--- src/rtl/inst_sram_axi_bridge_pkg.sv ---
// inst_sram_axi_bridge_pkg
// Shared AXI encodings and small helpers for the instruction-side
// SRAM-like to AXI4 read bridge. No ports; imported by the bridge files.
package inst_sram_axi_bridge_pkg;

    typedef logic [31:0] word_t;

    localparam logic [2:0] AXI_SIZE_4B     = 3'b010;
    localparam logic [1:0] AXI_BURST_INCR  = 2'b01;
    localparam logic [7:0] AXI_LEN_SINGLE  = 8'd0;
    localparam logic [1:0] AXI_RESP_OKAY   = 2'b00;
    localparam logic [1:0] AXI_RESP_EXOKAY = 2'b01;
    localparam logic [1:0] AXI_RESP_SLVERR = 2'b10;
    localparam logic [1:0] AXI_RESP_DECERR = 2'b11;

    // True for the two error encodings of RRESP.
    function automatic logic resp_is_err(input logic [1:0] resp);
        return (resp == AXI_RESP_SLVERR) || (resp == AXI_RESP_DECERR);
    endfunction

endpackage

--- src/rtl/inst_sram_axi_bridge_if.sv ---
// inst_sram_axi_bridge_if
// AXI4 read address and read data channels between the bridge (master)
// and the crossbar (slave).
//   AR: arid, araddr, arlen, arsize, arburst, arvalid (m->s), arready (s->m)
//   R : rid, rdata, rresp, rlast, rvalid (s->m), rready (m->s)
interface inst_sram_axi_bridge_if;
    logic [3:0]  arid;
    logic [31:0] araddr;
    logic [7:0]  arlen;
    logic [2:0]  arsize;
    logic [1:0]  arburst;
    logic        arvalid;
    logic        arready;
    logic [3:0]  rid;
    logic [31:0] rdata;
    logic [1:0]  rresp;
    logic        rlast;
    logic        rvalid;
    logic        rready;

    modport master (
        output arid, araddr, arlen, arsize, arburst, arvalid, rready,
        input  arready, rid, rdata, rresp, rlast, rvalid
    );

    modport slave (
        input  arid, araddr, arlen, arsize, arburst, arvalid, rready,
        output arready, rid, rdata, rresp, rlast, rvalid
    );
endinterface

--- src/rtl/axi_ar_slice.sv ---
// axi_ar_slice
// One-entry AXI address holding register. A load may happen in the same
// cycle the held entry drains; the new entry then replaces it without a
// bubble. The address is held stable while valid && !ready.
//   clk, resetn : clock, synchronous active-low reset
//   load        : write load_addr into the slice (caller checks can_load)
//   load_addr   : address to hold
//   ready       : downstream accepted the held entry this cycle
//   valid, addr : held entry (registered)
//   can_load    : slice is empty or draining this cycle
module axi_ar_slice
    import inst_sram_axi_bridge_pkg::*;
(
    input  logic  clk,
    input  logic  resetn,
    input  logic  load,
    input  word_t load_addr,
    input  logic  ready,
    output logic  valid,
    output word_t addr,
    output logic  can_load
);

    logic  pend_r;
    word_t addr_r;

    // Holding register: load wins over drain so a simultaneous load keeps the slice full.
    always_ff @(posedge clk) begin
        if (!resetn) begin
            pend_r <= 1'b0;
            addr_r <= 32'h0000_0000;
        end else if (load) begin
            pend_r <= 1'b1;
            addr_r <= load_addr;
        end else if (ready) begin
            pend_r <= 1'b0;
            addr_r <= addr_r;
        end else begin
            pend_r <= pend_r;
            addr_r <= addr_r;
        end
    end

    assign valid    = pend_r;
    assign addr     = addr_r;
    assign can_load = !pend_r || ready;

endmodule

--- src/rtl/inst_sram_axi_bridge_chk.sv ---
// inst_sram_axi_bridge_chk
// Simulation-only protocol checker for the R channel seen by the bridge.
//   clk, resetn : clock, synchronous active-low reset
//   rvalid, rlast, rid : R channel observed
//   outst       : bridge outstanding-request count
module inst_sram_axi_bridge_chk #(
    parameter logic [3:0] AR_ID = 4'd0,
    parameter int unsigned OW   = 2
) (
    input logic          clk,
    input logic          resetn,
    input logic          rvalid,
    input logic          rlast,
    input logic [3:0]    rid,
    input logic [OW-1:0] outst
);

    // Every R beat must answer a request we issued, carry our ID and be the last beat.
    always @(posedge clk) begin
        if (resetn && rvalid) begin
            err_proto: assert ((outst != {OW{1'b0}}) && (rid == AR_ID) && rlast)
                else $error("err_proto: outst=%0d rid=%0d rlast=%0b", outst, rid, rlast);
        end
    end

endmodule

--- src/rtl/inst_sram_axi_bridge.sv ---
// inst_sram_axi_bridge
// Answers instruction fetch requests (req / addr_ok / data_ok) by issuing
// one single-beat AXI4 read per accepted request, with up to MAX_OUTST
// requests in flight. Responses return in acceptance order (single ID).
//   clk, resetn  : clock, synchronous active-low reset
//   inst_req     : fetch request valid
//   inst_addr    : word address of the fetch
//   inst_addr_ok : request accepted this cycle (combinational from inst_req)
//   inst_data_ok : response pulse, inst_rdata valid, inst_err qualifies it
//   axi          : AXI AR/R master port
module inst_sram_axi_bridge
    import inst_sram_axi_bridge_pkg::*;
#(
    parameter int unsigned MAX_OUTST = 2,
    parameter logic [3:0]  AR_ID     = 4'd0
) (
    input  logic                          clk,
    input  logic                          resetn,
    input  logic                          inst_req,
    input  word_t                         inst_addr,
    output logic                          inst_addr_ok,
    output logic                          inst_data_ok,
    output word_t                         inst_rdata,
    output logic                          inst_err,
    inst_sram_axi_bridge_if.master        axi
);

    localparam int unsigned    OW      = $clog2(MAX_OUTST + 1);
    localparam logic [OW-1:0]  MAX_CNT = OW'(MAX_OUTST);
    localparam logic [OW-1:0]  ONE     = OW'(1);

    logic          accept_s;
    logic          ret_s;
    logic          dec_s;
    logic          room_s;
    logic          can_load_s;
    logic [OW-1:0] outst_r;

    // rready is tied high, so every rlast beat is a returned response.
    assign ret_s = axi.rvalid && axi.rlast;
    // Guard against underflow if the crossbar misbehaves; the checker flags it.
    assign dec_s = ret_s && (outst_r != {OW{1'b0}});

    // A returning beat frees its slot in the same cycle it arrives.
    assign room_s   = (outst_r < MAX_CNT) || ret_s;
    // resetn gates the accept so no handshake is reported while in reset.
    assign accept_s = resetn && inst_req && can_load_s && room_s;

    assign inst_addr_ok = accept_s;
    assign inst_data_ok = ret_s;
    assign inst_rdata   = axi.rdata;
    assign inst_err     = ret_s && resp_is_err(axi.rresp);

    axi_ar_slice u_ar_slice (
        .clk       (clk),
        .resetn    (resetn),
        .load      (accept_s),
        .load_addr (inst_addr),
        .ready     (axi.arready),
        .valid     (axi.arvalid),
        .addr      (axi.araddr),
        .can_load  (can_load_s)
    );

    assign axi.arid    = AR_ID;
    assign axi.arlen   = AXI_LEN_SINGLE;
    assign axi.arsize  = AXI_SIZE_4B;
    assign axi.arburst = AXI_BURST_INCR;
    assign axi.rready  = 1'b1;

    // Outstanding count: +1 per accept, -1 per returned response, unchanged when both.
    always_ff @(posedge clk) begin
        if (!resetn) begin
            outst_r <= {OW{1'b0}};
        end else begin
            case ({accept_s, dec_s})
                2'b10:   outst_r <= outst_r + ONE;
                2'b01:   outst_r <= outst_r - ONE;
                default: outst_r <= outst_r;
            endcase
        end
    end

    inst_sram_axi_bridge_chk #(
        .AR_ID (AR_ID),
        .OW    (OW)
    ) u_chk (
        .clk    (clk),
        .resetn (resetn),
        .rvalid (axi.rvalid),
        .rlast  (axi.rlast),
        .rid    (axi.rid),
        .outst  (outst_r)
    );

endmodule
--- src/flat_wrapper.sv ---
// flat-port wrapper written by rule: the top's interface ports become plain ports
module inst_sram_axi_bridge_flat import inst_sram_axi_bridge_pkg::*;
#(
    parameter int unsigned MAX_OUTST = 2,
    parameter logic [3:0]  AR_ID     = 4'd0
)
  (clk, resetn, inst_req, inst_addr, inst_addr_ok, inst_data_ok, inst_rdata, inst_err, axi_arid, axi_araddr, axi_arlen, axi_arsize, axi_arburst, axi_arvalid, axi_rready, axi_arready, axi_rid, axi_rdata, axi_rresp, axi_rlast, axi_rvalid);
  inst_sram_axi_bridge_if axi_i ();
  input  logic clk;
  input  logic resetn;
  input  logic inst_req;
  input  word_t inst_addr;
  output logic inst_addr_ok;
  output logic inst_data_ok;
  output word_t inst_rdata;
  output logic inst_err;
  output wire logic [$bits(axi_i.arid)-1:0] axi_arid;
  output wire logic [$bits(axi_i.araddr)-1:0] axi_araddr;
  output wire logic [$bits(axi_i.arlen)-1:0] axi_arlen;
  output wire logic [$bits(axi_i.arsize)-1:0] axi_arsize;
  output wire logic [$bits(axi_i.arburst)-1:0] axi_arburst;
  output wire logic [$bits(axi_i.arvalid)-1:0] axi_arvalid;
  output wire logic [$bits(axi_i.rready)-1:0] axi_rready;
  input wire logic [$bits(axi_i.arready)-1:0] axi_arready;
  input wire logic [$bits(axi_i.rid)-1:0] axi_rid;
  input wire logic [$bits(axi_i.rdata)-1:0] axi_rdata;
  input wire logic [$bits(axi_i.rresp)-1:0] axi_rresp;
  input wire logic [$bits(axi_i.rlast)-1:0] axi_rlast;
  input wire logic [$bits(axi_i.rvalid)-1:0] axi_rvalid;
  assign axi_arid = axi_i.arid;
  assign axi_araddr = axi_i.araddr;
  assign axi_arlen = axi_i.arlen;
  assign axi_arsize = axi_i.arsize;
  assign axi_arburst = axi_i.arburst;
  assign axi_arvalid = axi_i.arvalid;
  assign axi_rready = axi_i.rready;
  assign axi_i.arready = axi_arready;
  assign axi_i.rid = axi_rid;
  assign axi_i.rdata = axi_rdata;
  assign axi_i.rresp = axi_rresp;
  assign axi_i.rlast = axi_rlast;
  assign axi_i.rvalid = axi_rvalid;
  inst_sram_axi_bridge #(.MAX_OUTST(MAX_OUTST), .AR_ID(AR_ID)) u_core (.clk(clk), .resetn(resetn), .inst_req(inst_req), .inst_addr(inst_addr), .inst_addr_ok(inst_addr_ok), .inst_data_ok(inst_data_ok), .inst_rdata(inst_rdata), .inst_err(inst_err), .axi(axi_i));
endmodule
--- config.mk ---
export PLATFORM = sky130hd
export DESIGN_NAME = inst_sram_axi_bridge_flat
export DESIGN_NICKNAME = d
export VERILOG_FILES = /design/src/rtl/inst_sram_axi_bridge_pkg.sv /design/src/rtl/inst_sram_axi_bridge_if.sv /design/src/rtl/axi_ar_slice.sv /design/src/rtl/inst_sram_axi_bridge_chk.sv /design/src/rtl/inst_sram_axi_bridge.sv /design/src/flat_wrapper.sv
export SDC_FILE = /design/constraint.sdc
export NUM_CORES = 1
export LEC_CHECK = 0
export CAP_MARGIN = 20
export CORE_ASPECT_RATIO = 1.4
export CORE_MARGIN = 8
export CORE_UTILIZATION = 29
export CTS_CLUSTER_DIAMETER = 200
export DETAILED_ROUTE_END_ITERATION = 8
export PLACE_DENSITY = 0.76
export SLEW_MARGIN = 20
export SYNTH_ARGS = -nofsm -noshare
export SYNTH_HDL_FRONTEND = slang
export SYNTH_SLANG_ARGS = --single-unit
export TNS_END_PERCENT = 100
--- constraint.sdc ---
create_clock -name clk -period 1.7 [get_ports clk]
set_input_delay 0.34 -clock clk [delete_from_list [all_inputs] [get_ports clk]]
set_output_delay 0.34 -clock clk [all_outputs]
set_load 0.01 [all_outputs]
==> metrics.txt, run 1 <==
status finished, final reports clean; Ys Warns 0; final hold vios 0; post-synth top area share 36.29%; DR vias 1591; DRT Wirelength 5314 µm; sw power 0.5741 mW; Max-cap violations 0; CTS clk-pin slew, worst paths 70 ps; WP data required 1910 ps; CTS tree yes; wire per inst 16.10 µm; sw frac 28.36%; cell accounting for the most synthesized area dfxtp_1; chip height 112.5 µm; CTS root buf clkbuf_8; drt drc 0; crit path DAT 1850 ps; synthesized flop and latch total 35; Hold Path Origin u_core.u_ar_slice.addr[9]; initial drt markers 71; Pleak 0.9553 nW; final period utilization 96.31%; initial antenna violation count 0; setup violators final 0; I/O Buffers 74; metal2 WL 2684 µm; Power Density 813.9 nW/µm²; WS Path Type in2reg; hold depth 2; row cnt 35; Top Layer Used met4; Clock Path Buffers 2; antenna fix cells 0; syn_area_per_cell 8.856 µm²; Comb power frac 25.0%; met3 WL 525 µm; gr usage total 11.23%; Worst VDD drop 0.3356 mV; critical path peak fanout 3; Clk network pwr share 28.9%; Hold Path Sink u_core.u_ar_slice.addr[9]; fin. max-slew vios 0; vias in the first global route 1636; CTS Buf Count 5; antenna-violating nets left 0; share of layout cells above drive strength 1 19.53%; largest cells by area after synthesis dfxtp_1 (36%), buf_4 (19%), o21ai_2 (13%); worst reg2reg path depth 5; achievable frequency 610.8 MHz; fin crit period 1637 ps; Final HPWL DP 3768 µm; Seq pwr share 46.1%; RSZ-0062 raised after global routing no; pin count of the biggest net entering global routing 36; routed length on met1 1909 µm; core area 6525 µm²; # fillers 670; routability cong. 0.6345; FF+latch area 700.7 µm²; Multi-input gate area 794.5 µm²; Initial Utilization 29.59%; Tot Pwr 2.024 mW; critical path startpoint category input pin; H-Tree Depth 2; clock skew 5.773 ps; Place WS -384.1 ps; drt first pass iters 4; die width 84.96 µm; reg-to-reg startpoint u_core.outst_r[1]; clock sinks 35; Final nets 332; R2R Path End u_core.outst_r[1]; sequential-to-total area share from yosys stat 36.29%; first-pass GRT wire length 8659 µm; Syn Std Cell Area 1931 µm²; Pint 1.450 mW; Layout area overhead 28.84%; r2r setup slk 190 ps; DR vias/cell 4.821; fin worst setup slack 62.70 ps; Setup crit end kind register; grt ovf 0; Netlist cell types 23; Synth Instances 218; worst hold path class reg2reg; clock latency on the worst-skew pair 280 ps; Die ar. 9561 µm²; Top-Level Pins 162
-- final cells by class --
class,instances,area share (%)
clock buffers,6,2.917
clock inverters,2,0.5030
well taps,74,3.722
flip-flops and latches,35,28.17
inverters,1,0.2515
repair buffers,83,32.49
multi-input cells,129,31.94
-- logic make-up (layout without fill, tap and decap cells) --
logic type	count (synthesis)	after routing	share of synthesized area, %
AO/OA/AOI/OAI	37	37	15.88
buffers and inverters	70	92	26.31
XOR/XNOR	2	2	0.9075
adder cells (fa/ha/maj)	1	1	0.6480
AND/OR/NAND/NOR	71	71	19.57
flip-flops	35	35	36.29
other	2	18	0.3890
-- cell usage after synthesis --
library cell,count
buf_8,1
o21a_1,1
and3_1,1
nand2b_1,1
buf_2,5
clkbuf_1,8
inv_4,1
xnor2_1,2
nand3_4,1
a21boi_0,2
conb_1,2
a21bo_1,1
o21ai_0,4
and2_1,2
buf_4,50
nand2_1,32
and2_4,1
dfxtp_1,35
nand4_1,32
buf_6,5
or3_1,1
ha_1,1
o21ai_2,29
-- per-layer routing --
layer | GRT usage [%] | up-vias
met2 | 19.25 | 64
met1 | 10.95 | 749
met5 | 0 | -
li1 | - | 754
met3 | 4.605 | 24
met4 | 6.921 | 0
-- cells in the final DEF (no fill, tap or decap), types with 2 or more instances in the layout --
cell type | synthesis | layout
and2_1 | 2 | 2
buf_4 | 50 | 10
clkbuf_8 | 0 | 5
clkdlybuf4s50_1 | 0 | 69
conb_1 | 2 | 18
dfxtp_1 | 35 | 35
dlygate4sd2_1 | 0 | 2
dlymetal6s2s_1 | 0 | 2
nand2_1 | 32 | 32
nand4_1 | 32 | 32
o21ai_0 | 4 | 4
o21ai_2 | 29 | 29
xnor2_1 | 2 | 2
-- worst max-delay path, cell delays in order --
cell,delay [ps]
clkdlybuf4s50_1,480
and2_4,170
nand3_4,110
ha_4,260
or3_1,360
a21boi_1,120
-- metrics by stage --
step | hold WS [ps] | cell area, µm² | std cells | utilization [%] | TNS (ps)
detailed placement | 449.8 | 2382 | 321 | 36.51 | -4659
floorplan | 474.6 | 1991 | 234 | - | 0
finish | 456.9 | 2487 | 330 | 38.12 | 0
CTS | 460.5 | 2472 | 329 | 37.89 | 0
global placement | 445.1 | 2382 | 321 | 36.51 | -3602
global route | 473.5 | 2487 | 330 | 38.12 | 0
-- what timing repair did --
item / 4_1_cts / 5_1_grt
hold buffers: 0 / 0
pin swaps: 0 / 4
setup buffers: 0 / 1
setup endpoints to repair: 4 / 2
gates resized for setup: 8 / 3
-- power groups by stage --
| stage | combinational, mW | clock, mW | sequential [mW] |
|---|---|---|---|
| after global placement | 0.504 | 0 | 0.946 |
| after global routing | 0.552 | 0.668 | 0.940 |
| after floorplan | 0.323 | 0 | 0.978 |
| after CTS | 0.511 | 0.631 | 0.933 |
| final | 0.506 | 0.586 | 0.933 |
| after detailed placement | 0.508 | 0 | 0.951 |
-- state kept, by name (all words and copies together), names as in the netlist --
name	flops
u_core.outst_r	2
u_core.u_ar_slice.addr	32
u_core.u_ar_slice.valid	1
-- worst max-delay path by stage --
stage	start	to	slack, ps	cells after the start
3_3_place_gp	axi_rvalid	inst_addr_ok	-350	5
6_report	resetn	u_core.outst_r[1]	60	6
3_5_place_dp	axi_rlast	inst_addr_ok	-380	5
4_1_cts	axi_rlast	inst_addr_ok	20	5
5_1_grt	resetn	inst_addr_ok	8	5
2_1_floorplan	resetn	u_core.outst_r[1]	50	7
Note: power is estimated with default switching activity, not from simulation.
==> inputs of run 2 (changes only) <==
CTS_CLUSTER_DIAMETER = 40   (was 200)
clock period = 1.4 ns   (was 1.7 ns; I/O delays follow)
==> metrics.txt, run 2 (synthesis results as in run 1) <==
status finished, violations left (was finished, final reports clean); failing checks negative setup slack; Max-cap violations 0 (unchanged); critical path startpoint category register (was input pin); clock latency on the worst-skew pair 280 ps (about the same); Setup crit end kind register (unchanged); row cnt 35 (unchanged); Largest register FFs 32 (unchanged); core area 6525 µm² (unchanged); cts hold-fix bufs 0 (unchanged); setup violators final 1 (was 0); chip height 112.5 µm (unchanged); drt first pass iters 4 (unchanged); achievable frequency 663.5 MHz; drt drc 0 (unchanged); most frequent cells in the layout dlygate4sd2_1 (39), clkdlybuf4s50_1 (33), dfxtp_1 (33) (was clkdlybuf4s50_1 (69), dfxtp_1 (35), nand2_1 (32), nand4_1 (32), o21ai_2 (29)); I/O Buffers 74 (unchanged); CTS clk-pin slew, worst paths 70 ps (about the same); worst reg2reg path depth 6 (was 5); critical path peak fanout 3 (unchanged); cell family with most CP delay simple AND/OR/NAND/NOR gates (unchanged); fin crit period 1507 ps; Placed Area 2424 µm² (was 2382 µm²); fin area 2537 µm² (was 2487 µm²); crit path cell chain buf_6 > o21a_1 > ha_4 > xnor2_2 > or3_1 > a21boi_1 (was clkdlybuf4s50_1 > and2_4 > nand3_4 > ha_4 > or3_1 > a21boi_1); final hold vios 0 (unchanged); WP buf/inv 1 (unchanged); fin worst setup slack -107.1 ps (was 62.70 ps); final period utilization 107.7%; share of layout cells above drive strength 1 23.17% (was 19.53%); routability cong. 0.6977 (was 0.6345); die width 84.96 µm (unchanged); Die ar. 9561 µm² (unchanged); wire per inst 15.47 µm (was 16.10 µm); Final HPWL DP 3688 µm (was 3768 µm); fin. max-slew vios 0 (unchanged); DR vias/cell 4.826 (was 4.821); hold_ws 453.8 ps (was 456.9 ps); CP peak stage delay 360 ps (was 480 ps); WP data required 1600 ps (was 1910 ps); Clock Path Buffers 2 (unchanged); CP max-delay cell or3_1 (was clkdlybuf4s50_1); CTS Buf Count 5 (unchanged); Pleak 1.115 nW (was 0.9553 nW); Top-Level Pins 162 (unchanged); CP Depth 6 (unchanged); H-Tree Depth 2 (unchanged); Initial Utilization 29.59% (unchanged); TNS Setup -107.1 ps (was 0 ps); Final nets 335 (was 332); grt ovf 0 (unchanged); Power Density 1045 nW/µm² (was 813.9 nW/µm²); Worst VDD drop 0.4185 mV (was 0.3356 mV); CTS root buf clkbuf_8 (unchanged); first-pass GRT wire length 8017 µm (was 8659 µm); initial antenna violation count 0 (unchanged); worst hold path class reg2reg (unchanged); RSZ-0062 raised after global routing yes (was no); DRT Wirelength 5152 µm (was 5314 µm); pin count of the biggest net entering global routing 36 (unchanged); Layout area overhead 31.43% (was 28.84%); initial drt markers 74 (was 71); Place WS -557.9 ps (was -384.1 ps); vias in the first global route 1589 (was 1636); crit path DAT 1710 ps (was 1850 ps); clock sinks 35 (unchanged); DR vias 1607 (was 1591); CTS tree yes (unchanged); antenna-violating nets left 0 (unchanged); gr usage total 10.36% (was 11.23%); most common cell after layout, fill and taps aside dlygate4sd2_1 (was clkdlybuf4s50_1); hold depth 2 (unchanged); WS Path Type reg2reg (was in2reg); antenna fix cells 0 (unchanged); clock skew 7.201 ps (was 5.773 ps)
[run 2: path summary, 6_finish.rpt]
| check | slack, ps | endpoint | from |
|---|---|---|---|
| setup / recovery | -110 | u_core.outst_r[1] | u_core.outst_r[1] |
| hold / removal | 450 | u_core.u_ar_slice.addr[31] | u_core.u_ar_slice.addr[31] |
| setup reg to reg | -110 | u_core.outst_r[1] | u_core.outst_r[1] |
| hold reg to reg | 450 | u_core.u_ar_slice.addr[31] | u_core.u_ar_slice.addr[31] |
[run 2: per-layer routing]
| metal | share of wire (%) | routed length (µm) | vias to the layer above | track usage, % |
|---|---|---|---|---|
| met3 | 10 | 519 | 29 | 4.094 |
| met5 | 0 | 0 | - | 0 |
| met4 | 4.0 | 207 | 0 | 6.802 |
| met1 | 37 | 1930 | 738 | 10.41 |
| met2 | 48 | 2495 | 79 | 17.31 |
| li1 | - | - | 761 | - |
[run 2: through the flow]
stage | cells | utilization, % | total power, mW
6_report | 333 | 38.89 | 2.652
5_1_grt | 333 | 38.89 | 2.801
3_3_place_gp | 323 | 37.14 | 1.773
2_1_floorplan | 234 | - | 1.587
4_1_cts | 331 | 38.68 | 2.706
3_5_place_dp | 323 | 37.14 | 1.786
[run 2: final cells by class]
cell class / count / area, µm²
fill: 679 / 3988
multi-input combinational: 129 / 815.8
timing repair buffer: 86 / 802.0
sequential: 35 / 703.2
tap: 74 / 92.59
clock buffer: 6 / 82.58
clock inverter: 2 / 35.03
inverter: 1 / 6.256
[run 2: power breakdown]
| part | total (mW) | internal, mW | switching, mW |
|---|---|---|---|
| Combinational | 0.588 | 0.298 | 0.290 |
| Sequential | 1.13 | 1.08 | 0.0447 |
| Clock | 0.936 | 0.576 | 0.359 |
| Total | 2.65 | 1.96 | 0.694 |
[run 2: repair_timing]
item | 4_1_cts | 5_1_grt
pin swaps | 7 | 2
endpoints found under the setup margin | 54 | 5
hold endpoints to repair | 0 | 0
gates cloned | 0 | 0
setup buffers | 0 | 2
gates resized for setup | 52 | 2
[run 2: tightest hold or removal path: stages, from the launching register on]
cell and delay, ps:
dfxtp_1 310, nand2_1 60, o21ai_2 40
==> inputs of run 3 (changes only) <==
CORE_UTILIZATION = 28   (was 29)
CTS_CLUSTER_SIZE = 28   (was not set)
SYNTH_HIERARCHICAL = 1   (was not set)
==> metrics.txt, run 3 <==
vias in the first global route 1326 (was 1589); I/O Buffers 74 (unchanged); DR vias/cell 4.078 (was 4.826); CTS tree yes (unchanged); hold depth 3 (was 2); Final HPWL DP 3208 µm (was 3688 µm); RSZ-0062 raised after global routing yes (unchanged); Initial Utilization 28.97% (was 29.59%); hold_ws 416.9 ps (was 453.8 ps); WS Path Type reg2reg (unchanged); Pleak 1.072 nW (was 1.115 nW); most common cell after layout, fill and taps aside dlygate4sd2_1 (unchanged); Max-cap violations 0 (unchanged); critical path peak fanout 3 (unchanged); Cells after DPL 289 (was 323); Largest register FFs 32 (unchanged); Layout area overhead 32.13% (was 31.43%); pin count of the biggest net entering global routing 36 (unchanged); clock sinks 35 (unchanged); wire per inst 13.94 µm (was 15.47 µm); row cnt 34 (was 35); Clock Path Buffers 2 (unchanged); Place WS -599.8 ps (was -557.9 ps); worst reg2reg path depth 6 (unchanged); DR vias 1207 (was 1607); Worst VDD drop 0.3884 mV (was 0.4185 mV); antenna fix cells 0 (unchanged); critical path startpoint category register (unchanged); TNS Setup 0 ps (was -107.1 ps); clock latency on the worst-skew pair 280 ps (about the same); WP data required 1610 ps (was 1600 ps); Syn Std Cell Area 1799 µm² (was 1931 µm²); clock skew 4.061 ps (was 7.201 ps); synthesized flop and latch total 35 (unchanged); fin crit period 1398 ps (was 1507 ps); fin. max-slew vios 0 (unchanged); setup violators final 0 (was 1); count leader, synth buf_4 (unchanged); CTS Buf Count 5 (unchanged); final hold vios 0 (unchanged); Synth Instances 176 (was 218); routability cong. 0.6588 (was 0.6977); crit path DAT 1600 ps (was 1710 ps); Top-Level Pins 162 (unchanged); most frequent cells in the layout dlygate4sd2_1 (39), clkdlybuf4s50_1 (33), mux2i_1 (32), nor2b_1 (32), dfxtp_1 (32) (was dlygate4sd2_1 (39), clkdlybuf4s50_1 (33), dfxtp_1 (33)); Final nets 301 (was 335); Main synth FF type dfxtp_1 (unchanged); core area 6211 µm² (was 6525 µm²); Post-synth EDFFs 0 (unchanged); Power Density 964.2 nW/µm² (was 1045 nW/µm²); H-Tree Depth 2 (unchanged); share of layout cells above drive strength 1 12.05% (was 23.17%); ys async rst share 0% (unchanged); Post-Layout Cell Count 296 (was 333); Tot Pwr 2.292 mW (was 2.652 mW); drt drc 0 (unchanged); chip height 110.8 µm (was 112.5 µm); Setup crit end kind register (unchanged); Post-synth top cells buf_4 (50), dfxtp_1 (35), mux2i_1 (32), nor2b_1 (32) (was buf_4 (50), dfxtp_1 (35), nand2_1 (32), nand4_1 (32), o21ai_2 (29)); sequential-to-total area share from yosys stat 38.94% (was 36.29%); Netlist cell types 22 (was 23); post-synth top area share 38.94% (was 36.29%); drt first pass iters 3 (was 4); syn_area_per_cell 10.22 µm² (was 8.856 µm²); DRT Wirelength 4126 µm (was 5152 µm); antenna-violating nets left 0 (unchanged); Ys Warns 6 (was 0); grt ovf 0 (unchanged); first-pass GRT wire length 6520 µm (was 8017 µm); worst hold path class in2reg (was reg2reg); Die ar. 9283 µm² (was 9561 µm²); gr usage total 8.637% (was 10.36%); initial drt markers 33 (was 74); achievable frequency 715.5 MHz (was 663.5 MHz); largest cells by area after synthesis dfxtp_1 (39%), buf_4 (21%), mux2i_1 (18%) (was dfxtp_1 (36%), buf_4 (19%), o21ai_2 (13%)); cell accounting for the most synthesized area dfxtp_1 (unchanged); initial antenna violation count 0 (unchanged); status finished, final reports clean (was finished, violations left); CTS root buf clkbuf_8 (unchanged); final period utilization 99.83% (was 107.7%); CTS clk-pin slew, worst paths 70 ps (about the same); fin worst setup slack 2.338 ps (was -107.1 ps); die width 83.75 µm (was 84.96 µm)
## run 3: changes by cell type in the layout (fill, tap and decap cells not counted), moves of 2 or more
| cell | change |
|---|---|
| mux2i_1 | +32 |
| nor2b_1 | +32 |
| nand2_1 | -31 |
| nand4_1 | -31 |
| o21ai_2 | -29 |
| buf_4 | -3 |
| o21ai_0 | -3 |
| buf_2 | +2 |
| inv_1 | +2 |
## run 3: cells by family after synthesis
logic type,after synthesis,share of synthesized area (%)
mux,32,17.80
flops,35,38.94
simple gates,42,14.19
other cells,2,0.4174
xor+xnor,2,0.9738
compound gates,3,1.113
buf+inv,59,25.87
fa+ha+maj,1,0.6953
## run 3: worst max-delay path: stages (launching register included)
cell and delay (ps):
dfxtp_2 340, nand2b_4 70, nand4_1 130, ha_4 210, xnor2_2 130, or3_1 300
a21boi_1 150
## run 3: layout make-up
type | instances | area [µm²]
clock inverter | 1 | 5.005
sequential | 35 | 704.4
fill | 641 | 3834
inverter | 2 | 7.507
tap | 72 | 90.09
clock buffer | 6 | 82.58
multi-input combinational | 98 | 734.5
timing repair buffer | 82 | 753.2
## run 3: per-layer routing
layer | track usage, % | wire length (µm) | up-vias
li1 | - | - | 587
met1 | 7.322 | 1353 | 541
met2 | 15.28 | 2181 | 55
met3 | 3.162 | 373 | 24
met4 | 7.630 | 218 | 0
met5 | 0 | 0 | -
## run 3: path summary, 6_finish.rpt
kind	slack, ps	to	startpoint
max reg2reg	2	u_core/outst_r[1]	u_core/u_ar_slice/valid
max	2	u_core/outst_r[1]	u_core/u_ar_slice/valid
min reg2reg	510	u_core/u_ar_slice/addr[13]	u_core/u_ar_slice/addr[13]
min	420	u_core/u_ar_slice/valid	axi_arready
## run 3: report_power, final
| part | leakage [nW] | switching [mW] | internal [mW] |
|---|---|---|---|
| Clock | 0.0470 | 0.349 | 0.386 |
| Combinational | 0.738 | 0.193 | 0.272 |
| Sequential | 0.287 | 0.0349 | 1.06 |
## run 3: timing repair
item                                   4_1_cts  5_1_grt
pin swaps                                    9        5
setup endpoints to repair                   71       24
buffers inserted                             1        0
resized for setup                           56        5
hold buffers                                 0        0
endpoints found under the hold margin        0        0
## run 3: metrics by stage
stage,cell area (µm²),utilization [%]
5_1_grt,2377,38.28
4_1_cts,2352,37.87
2_1_floorplan,1859,-
6_report,2377,38.28
3_5_place_dp,2293,36.93
3_3_place_gp,2293,36.93
